File: src/rtl/mem_port_arbiter.sv
// mem_port_arbiter: shares one memory port between instruction fetch and load/store,
// one transaction at a time, LSU priority with a fetch-starvation streak limit and a hang timeout.
module mem_port_arbiter #(
  parameter int ADDR_W = 32,
  parameter int DATA_W = 32,
  parameter int TIMEOUT = 255,
  parameter int MAX_LSU_STREAK = 4
) (
  input  logic                clk,
  input  logic                rst,
  input  logic                ifu_req,
  input  logic [ADDR_W-1:0]   ifu_addr,
  output logic                ifu_gnt,
  output logic                ifu_rvalid,
  output logic [DATA_W-1:0]   ifu_rdata,
  output logic                ifu_err,
  input  logic                lsu_req,
  input  logic                lsu_we,
  input  logic [ADDR_W-1:0]   lsu_addr,
  input  logic [DATA_W-1:0]   lsu_wdata,
  input  logic [DATA_W/8-1:0] lsu_mask,
  output logic                lsu_gnt,
  output logic                lsu_rvalid,
  output logic [DATA_W-1:0]   lsu_rdata,
  output logic                lsu_err,
  output logic                mem_req,
  output logic                mem_we,
  output logic [ADDR_W-1:0]   mem_addr,
  output logic [DATA_W-1:0]   mem_wdata,
  output logic [DATA_W/8-1:0] mem_mask,
  input  logic                mem_gnt,
  input  logic                mem_rvalid,
  input  logic [DATA_W-1:0]   mem_rdata,
  output logic                busy,
  output logic                owner
);
  localparam int TW = TIMEOUT > 0 ? $clog2(TIMEOUT + 1) : 1;
  localparam int SW = MAX_LSU_STREAK > 0 ? $clog2(MAX_LSU_STREAK + 1) : 1;
  typedef enum logic [1:0] {IDLE, REQ, WAIT, RESP} state_t;
  state_t state, state_n;
  logic [TW-1:0] tcnt;
  logic [SW-1:0] streak;
  logic lsu_win, tmo, done, accept, enter_resp;
  logic [DATA_W-1:0] resp_data;
  always_ff @(posedge clk or posedge rst)
    if (rst) state <= IDLE;
    else state <= state_n;
  // Completion beats the timeout when both land on the same edge.
  always_comb begin
    lsu_win = lsu_req && !(ifu_req && streak == SW'(MAX_LSU_STREAK));
    accept = state == IDLE && (ifu_req || lsu_req);
    tmo = TIMEOUT != 0 && tcnt == TW'(TIMEOUT - 1);
    done = (state == REQ && mem_gnt && mem_rvalid) || (state == WAIT && mem_rvalid);
    state_n = state;
    case (state)
      IDLE: state_n = accept ? REQ : IDLE;
      REQ:  state_n = (done || tmo) ? RESP : mem_gnt ? WAIT : REQ;
      WAIT: state_n = (done || tmo) ? RESP : WAIT;
      RESP: state_n = IDLE;
    endcase
    enter_resp = (state == REQ || state == WAIT) && state_n == RESP;
    resp_data = (done && !mem_we) ? mem_rdata : '0;
  end
  always_comb begin
    busy = state != IDLE;
    mem_req = state == REQ;
    ifu_rvalid = state == RESP && !owner;
    lsu_rvalid = state == RESP && owner;
  end
  always_ff @(posedge clk or posedge rst)
    if (rst) begin
      owner <= 1'b0;
      ifu_gnt <= 1'b0;
      lsu_gnt <= 1'b0;
      mem_we <= 1'b0;
      mem_addr <= '0;
      mem_wdata <= '0;
      mem_mask <= '0;
      streak <= '0;
      tcnt <= '0;
      ifu_rdata <= '0;
      ifu_err <= 1'b0;
      lsu_rdata <= '0;
      lsu_err <= 1'b0;
    end else begin
      ifu_gnt <= accept && !lsu_win;
      lsu_gnt <= accept && lsu_win;
      tcnt <= (state == REQ || state == WAIT) ? tcnt + 1'b1 : '0;
      if (accept) begin
        owner <= lsu_win;
        mem_we <= lsu_win && lsu_we;
        mem_addr <= lsu_win ? lsu_addr : ifu_addr;
        mem_wdata <= lsu_win ? lsu_wdata : '0;
        mem_mask <= lsu_win ? lsu_mask : '1;
        streak <= (lsu_win && ifu_req) ? streak + 1'b1 : '0;
      end
      if (enter_resp && owner) begin
        lsu_rdata <= resp_data;
        lsu_err <= !done;
      end
      if (enter_resp && !owner) begin
        ifu_rdata <= resp_data;
        ifu_err <= !done;
      end
    end
endmodule

File: config.mk
export PLATFORM = sky130hd
export DESIGN_NAME = mem_port_arbiter
export DESIGN_NICKNAME = d
export VERILOG_FILES = /design/src/rtl/mem_port_arbiter.sv
export SDC_FILE = /design/constraint.sdc
export NUM_CORES = 1
export LEC_CHECK = 0
export CAP_MARGIN = 25
export CORE_ASPECT_RATIO = 1.4
export CORE_MARGIN = 5
export CORE_UTILIZATION = 35
export DETAILED_ROUTE_END_ITERATION = 10
export MAX_ROUTING_LAYER = met4
export PLACE_DENSITY_LB_ADDON = 0.25
export SLEW_MARGIN = 20
export SYNTH_ARGS = -nofsm -noshare
export SYNTH_HDL_FRONTEND = slang
export SYNTH_SLANG_ARGS = --single-unit
File: constraint.sdc
create_clock -name clk -period 14 [get_ports clk]
set_clock_uncertainty 0.05 [all_clocks]
set_input_delay 4.2 -clock clk [delete_from_list [all_inputs] [get_ports clk]]
set_output_delay 4.2 -clock clk [all_outputs]
set_load 0.01 [all_outputs]
==> results of run 1 <==
## cells by family (layout without fill, tap and decap cells)
group	Yosys count	count (layout)	synth area share, %
mux	67	67	12.2
buf+inv	69	360	5.10
simple gates	71	71	7.25
xor+xnor	4	4	0.564
fa+ha+maj	9	9	1.81
compound gates	86	86	12.2
flops	151	151	60.8
## worst max path at each step
stage	start	end	depth (start not counted)
floorplan	rst	ifu_err	1
global placement	ifu_req	lsu_rdata[16]	5
global route	ifu_req	ifu_rdata[9]	5
CTS	ifu_req	ifu_rdata[5]	5
detailed placement	ifu_req	ifu_rdata[5]	5
finish	ifu_req	ifu_rdata[5]	5
## area by class of cell
class | instances | area (µm²) | share of cell area (%)
clock buffer | 19 | 433 | 4.40
clock inverter | 13 | 161 | 1.64
inverter | 42 | 163 | 1.65
multi-input combinational | 237 | 2130 | 21.6
sequential | 151 | 3780 | 38.4
tap | 236 | 295 | 3.00
timing repair buffer | 286 | 2880 | 29.3
## state kept, by name, summed over array words and instances, names as in the netlist
name       cells
tcnt           8
mem_mask       4
lsu_gnt        1
mem_we         1
ifu_err        1
ifu_gnt        1
mem_wdata     32
lsu_err        1
streak         3
state          2
owner          1
lsu_rdata     32
mem_addr      32
ifu_rdata     32
## routing by layer
layer  vias to the layer above  wire (µm)  part of all wire (%)
met4                         0        318                   1.8
met1                      2304       7370                    41
met2                       249       8590                    48
met3                        24       1570                   8.8
met5                         -          0                     0
li1                       2211          -                     -
## through the flow
step / area [µm²] / worst slack (ps) / std cells / hold slack [ps] / power (mW)
2_1_floorplan: 6210 / 5690 / 457 / 401 / 1.03
5_1_grt: 9840 / 7610 / 984 / 459 / 2.03
3_5_place_dp: 9250 / 7300 / 952 / 424 / 1.47
6_report: 9840 / 7710 / 984 / 429 / 1.92
3_3_place_gp: 9200 / 7120 / 950 / 416 / 1.44
4_1_cts: 9840 / 7730 / 984 / 435 / 1.94
## report_power, final
part | switching [mW] | internal (mW)
Combinational | 0.333 | 0.440
Clock | 0.193 | 0.269
Sequential | 0.0941 | 0.587
## Yosys cell counts (all sizes together) (2+ instances only)
cell	count
dfrtp	151
xnor2	3
o22ai	2
nor2	4
nor3	2
ha	9
a22o	33
or3	2
a21boi	2
o21ai	6
a222oi	32
nand2	10
clkbuf	15
buf	12
mux2	66
o22a	4
nor2b	3
and2	38
nand3	7
a21oi	3
inv	42
## placed cells by master (no fill, tap or decap), types with 3 or more instances in the layout
cell type and instances:
a222oi_1 32, a22o_1 33, and2_1 11, and2_2 27, buf_4 3, clkbuf_16 17
clkdlybuf4s50_1 280, dfrtp_1 151, ha_1 9, inv_1 40, inv_6 5, inv_8 3
mux2_2 64, nand2_1 9, nand3_1 7, nor2_1 4, nor2b_1 3, o21ai_0 5
o22a_1 4, xnor2_1 3
==> flow_summary.toml, run 1 <==
[grt]
grt_util_met3_pct = 5.84
antenna_found_initial = 0
grt_usage_pct = 18.3
grt_first_pass_wirelength_um = 28700
groute.layer.met2.usage_pct = 28.8
grt_remaining_overflow = 0
use_met1_pct = 22.7
grt_pass1_vias = 5367
grt_max_degree = 87
busiest_layer = "met2"

[finish]
num-fill-cells = 1516
drive_gt1_share_pct = 18.9
nNetsFinal = 883
n_antenna_cell = 0
synthToLayoutAreaGrowth_pct = 58.4
final_util_pct = 56.6

[setup_path]
worstPathArrival_ps = 6530
cp_slowest_cell = "and4b_2"
cp-end-kind = "flip-flop"
slowest_delay_ps = 880
crit_type = "in2reg"
rr_endpoint = "ifu_rdata[5]"
r2r-start = "state[0]"
critPathLaunchType = "primary input"
r2r_slack_ps = 11200
critPathBufInv = 1
crit_required_ps = 14240
cp_top_family = "simple AND/OR/NAND/NOR gates"
cp_max_fo = 33
r2r_cells = 6
path_cells = "clkdlybuf4s50_1 -> o21ai_4 -> a21oi_1 -> and4b_2 -> mux2_2"

[logic_synthesis]
yosysTopAreaCellShare_pct = 60.8
synth-seq-cells = 151
syn_inst = 457
synth_flop_cell = "dfrtp_1"
synth_edf_count = 0
synth.distinct_cells = 40
ys_seq_area_share_pct = 60.8
syn-num-nets = 605
synth_area_leaders = "dfrtp_1, mux2_2, a222oi_1"
netlist_area_mm2 = 0.00621
yosysTopAreaCell = "dfrtp_1"
async_reset_ff_share_pct = 100
syn_avg_cell_area_um2 = 13.6
yosysWarnings = 0

[clocking]
postCtsHoldBufs = 0
cts_resized = 0
worstSkewPairLatency_ps = 400
cts_buffer_depth = 2
cts_tree = "yes"
clk_pin_slew_worst_paths_ps = 60
cts_buffers = 17
cts_sinks = 151
cts-root-buf = "clkbuf_16"
cts_setup_buffers = 0
htreeDepth = 4

[routing]
firstDrtPassIters = 6
drt.antenna.violating_nets = 0
wl_per_cell_um = 18.1
dr.first_iter.drc_count = 325
via_per_inst = 4.87
routed_wirelength_um = 17800
drc = 0
vias = 4788

[placement]
globalplace.congestion = 0.810
portBuffers = 280
dp_hpwl_um = 13300

[power]
p_leak_nw = 4.49
ir_worst_vdd_uv = 86.5
power_density_mw_per_mm2 = 195

[sta]
setup_tns_ps = 0
setup_violations = 0
tightest_slew_ps = 899
fmax_mhz = 159
finalHoldViolations = 0
relSlewSlack_pct = 40.1
finalCritPeriodShare_pct = 44.9
rsz0062_at_grt = "false"
fin_crit_ps = 6290
maxSlewViolCount = 0

[status]
run_status = "completed"

[worst_hold_path]
whs_endpoint = "tcnt[0]"
min_path_cells = 1
hp-start = "tcnt[0]"
holdCritPathClass = "reg2reg"

[floorplanning]
coreArea_mm2 = 0.0174
die_x_um = 123
placementRows = 57
dieArea_mm2 = 0.0206
start_util_pct = 35.7
ios = 281
die_y_um = 168

[run]
max_cap_viol_count = 0
No activity file was read; power rests on OpenSTA's default activity.
==> inputs of run 2 (changes only) <==
==> constraint.sdc (replaced) <==
create_clock -name clk -period 5.44 [get_ports clk]
set_clock_uncertainty 0.05 [all_clocks]
set_input_delay 1.632 -clock clk [delete_from_list [all_inputs] [get_ports clk]]
set_output_delay 1.632 -clock clk [all_outputs]
set_load 0.01 [all_outputs]
==> flow_summary.toml, run 2 (synthesis results as in run 1) <==
[setup_path]
rr_endpoint = "mem_addr[28]"
worstPathArrival_ps = 4030
r2r_cells = 6
cp-end-kind = "flip-flop"
crit_type = "in2reg"
critPathLaunchType = "primary input"
cp_max_fo = 67
startpoint = "ifu_req"
r2r_slack_ps = 2650
crit_required_ps = 5690
r2r-start = "state[0]"

[floorplanning]
placementRows = 57
dieArea_mm2 = 0.0206
ios = 281
coreArea_mm2 = 0.0174
die_x_um = 123
start_util_pct = 35.7
die_y_um = 168

[routing]
wl_per_cell_um = 18.2
via_per_inst = 4.87
routed_wirelength_um = 17900
drc = 0
firstDrtPassIters = 8
dr.first_iter.drc_count = 343
vias = 4790
drt.antenna.violating_nets = 0

[finish]
layout_commonest_cell = "clkdlybuf4s50_1"
n_antenna_cell = 0
drive_gt1_share_pct = 19.1
fin_cells = 984
final_cell_mix = "clkdlybuf4s50_1, dfrtp_1, mux2_2"
nNetsFinal = 883
num-fill-cells = 1523
synthToLayoutAreaGrowth_pct = 57.7

[power]
ir_worst_vdd_uv = 247
power_density_mw_per_mm2 = 496
p_leak_nw = 4.47
p_total_mw = 4.86

[clocking]
cts_setup_buffers = 0
cts_buffers = 17
clk_pin_slew_worst_paths_ps = 70
cts_buffer_depth = 2
postCtsHoldBufs = 0
cts_resized = 0
worstSkewPairLatency_ps = 410
cts_sinks = 151
cts_tree = "yes"
htreeDepth = 4
cts-root-buf = "clkbuf_16"

[placement]
globalplace.congestion = 0.830
dp_hpwl_um = 13100
placed_cells = 952
portBuffers = 280

[sta]
tightest_slew_ps = 898
fin_crit_ps = 3790
setup_tns_ps = 0
finalHoldViolations = 0
setup_violations = 0
finalCritPeriodShare_pct = 69.6
relSlewSlack_pct = 40.1
fmax_mhz = 264
maxSlewViolCount = 0
rsz0062_at_grt = "false"

[grt]
grt_first_pass_wirelength_um = 28600
grt_usage_pct = 18.3
grt_max_degree = 89
grt_remaining_overflow = 0
grt_pass1_vias = 5344
antenna_found_initial = 0

[run]
max_cap_viol_count = 0

[worst_hold_path]
holdCritPathClass = "reg2reg"
hp-start = "tcnt[0]"
whs_endpoint = "tcnt[0]"
min_path_cells = 1

[status]
run_status = "completed"
run 2: cell count changes in the layout (fill, tap and decap cells not counted), moves of 2 or more:
cell        before  now
clkbuf_1         2    0
bufinv_16        2    0
clkinvlp_4       2    4
inv_8            3    5
buf_4            3    5
run 2: critical path, stage by stage:
cell and delay, ps:
clkdlybuf4s50_1 610, nand3_1 110, nand3_1 230, clkinv_2 750, a222oi_1 590, inv_1 80
run 2: power by group:
part	leakage, nW	internal, mW	switching [mW]	total [mW]
clock	0.274	0.619	0.515	1.13
combinational	2.21	1.12	0.853	1.98
sequential	1.98	1.51	0.237	1.75
run 2: metrics by stage:
step | worst slack (ps) | area [µm²] | hold WS, ps | utilization (%)
after floorplan | 1860 | 6220 | 401 | -
after global placement | 1400 | 9220 | 415 | 53.0
after detailed placement | 1350 | 9220 | 433 | 53.0
after CTS | 1710 | 9790 | 442 | 56.3
after global routing | 1340 | 9800 | 455 | 56.3
final | 1650 | 9800 | 441 | 56.3
run 2: final cells by class:
type / instances / area, µm² / share of cell area, %
repair buffers: 286 / 2860 / 29.2
flip-flops and latches: 151 / 3780 / 38.6
clock buffers: 18 / 439 / 4.48
clock inverters: 14 / 131 / 1.34
well taps: 236 / 295 / 3.01
inverters: 42 / 163 / 1.66
multi-input cells: 237 / 2130 / 21.7
run 2: worst max path at each step:
stage	cells past startpoint	slack, ps	endpoint
6_report	6	1650	mem_addr[28]
5_1_grt	6	1340	mem_addr[3]
4_1_cts	4	1710	busy
3_5_place_dp	5	1350	ifu_rdata[11]
3_3_place_gp	5	1400	ifu_rdata[11]
2_1_floorplan	1	1860	ifu_err
run 2: layer usage:
layer	global-route usage, %	vias up	share of wire [%]
met5	-	-	0
met4	7.41	0	2.5
met3	6.07	20	9.4
met2	28.3	225	49
met1	22.0	2340	40
li1	-	2205	-
==> inputs of run 3 (changes only) <==
==> constraint.sdc (replaced) <==
create_clock -name clk -period 3.5 [get_ports clk]
set_clock_uncertainty 0.05 [all_clocks]
set_input_delay 1.05 -clock clk [delete_from_list [all_inputs] [get_ports clk]]
set_output_delay 1.05 -clock clk [all_outputs]
set_load 0.01 [all_outputs]
==> flow_summary.toml, run 3 (synthesis results as in run 1) <==
[clocking]
htreeDepth = 4
clk_pin_slew_worst_paths_ps = 70
cts_setup_buffers = 0
cts_buffer_depth = 2
cts_tree = "yes"
cts_buffers = 17
cts_resized = 0
worstSkewPairLatency_ps = 410
cts_sinks = 151
cts-root-buf = "clkbuf_16"
postCtsHoldBufs = 0

[routing]
routed_wirelength_um = 18100
met3_wirelength_um = 1500
drt.antenna.violating_nets = 0
wl_per_cell_um = 18.3
via_per_inst = 4.91
firstDrtPassIters = 6
vias = 4839
drc = 0
routed-wl-met2_um = 8840
drt-met1-wl_um = 7370
top_layer = "met4"
dr.first_iter.drc_count = 409

[finish]
layout_commonest_cell = "clkdlybuf4s50_1"
num-fill-cells = 1514
final_cell_mix = "clkdlybuf4s50_1, dfrtp_1, mux2_2"
final_util_pct = 57.0
synthToLayoutAreaGrowth_pct = 59.6
nNetsFinal = 885
multiInputGateArea_mm2 = 0.00213
drive_gt1_share_pct = 19.3
register_area_mm2 = 0.00378
fin_cells = 986
n_antenna_cell = 0

[sta]
setup_ws_ps = 408
finalCritPeriodShare_pct = 88.3
setup_tns_ps = 0
rsz0062_at_grt = "false"
relSlewSlack_pct = 53.3
finalHoldViolations = 0
maxSlewViolCount = 0
fin_crit_ps = 3090
fmax_mhz = 323
tightest_slew_ps = 701
setup_violations = 0

[status]
run_status = "completed"

[setup_path]
cp-end-kind = "primary output"
cp_common_cell = "inv_1"
crit_type = "reg2out"
r2r_slack_ps = 1150
cp_slowest_cell = "clkdlybuf4s50_1"
worstPathArrival_ps = 1990
path_cells = "inv_1 -> ha_1 -> inv_1 -> clkdlybuf4s50_1"
crit_required_ps = 2400
slowest_delay_ps = 550
critPathLaunchType = "flip-flop"
cp_max_fo = 6

[run]
max_cap_viol_count = 0

[power]
p_leak_nw = 4.52
power_density_mw_per_mm2 = 781
ir_worst_vdd_uv = 373

[placement]
globalplace.congestion = 0.808
dp_hpwl_um = 13300
preCtsSetupSlack_ps = 431
placed_cells = 954
portBuffers = 280

[grt]
antenna_found_initial = 0
grt_usage_pct = 18.4
grt_first_pass_wirelength_um = 29100
grt_max_degree = 86
grt_pass1_vias = 5559
grt_remaining_overflow = 0

[floorplanning]
start_util_pct = 35.7
ios = 281
placementRows = 57
coreArea_mm2 = 0.0174
die_x_um = 123
die_y_um = 168
dieArea_mm2 = 0.0206

[worst_hold_path]
holdCritPathClass = "reg2reg"
==> run 3: metrics by stage <==
stage / instance area [µm²] / hold slack [ps] / total power, mW
after floorplan: 6220 / 401 / 4.12
after global placement: 9290 / 415 / 5.78
after detailed placement: 9290 / 438 / 5.88
after CTS: 9920 / 449 / 7.85
after global routing: 9920 / 464 / 8.22
final: 9920 / 455 / 7.75
==> run 3: layout make-up <==
cell class,instances,share of cell area (%)
tap,236,2.98
multi-input combinational,237,21.5
clock buffer,17,4.29
inverter,42,1.63
clock inverter,15,2.04
timing repair buffer,288,29.5
sequential,151,38.1
==> run 3: where the power goes <==
group / switching [mW] / total [mW] / leakage (nW) / internal (mW)
Clock: 0.821 / 1.92 / 0.304 / 1.10
Combinational: 1.33 / 3.10 / 2.24 / 1.77
Sequential: 0.382 / 2.73 / 1.98 / 2.35
==> run 3: worst paths after layout <==
kind                                    start             to  cells past startpoint
worst min-delay path            lsu_rdata[11]  lsu_rdata[11]                      1
min in group asynchronous                 rst         mem_we                      3
max in group asynchronous                 rst  lsu_rdata[28]                      3
worst max register to register       state[0]   ifu_rdata[5]                      7
worst min register to register  lsu_rdata[11]  lsu_rdata[11]                      1
worst max-delay path                 state[0]           busy                      4
==> run 3: per-layer routing <==
layer | track usage [%] | vias to the layer above
met5 | - | -
met1 | 21.8 | 2365
met4 | 5.90 | 0
met3 | 5.57 | 19
li1 | - | 2216
met2 | 29.8 | 239
==> run 3: critical path, delay by kind of cell, from the launching register on <==
| kind | cells | cell delay (ps) |
|---|---|---|
| buffers and inverters | 3 | 810 |
| adder cells (fa/ha/maj) | 1 | 320 |
| flip-flops | 1 | 450 |
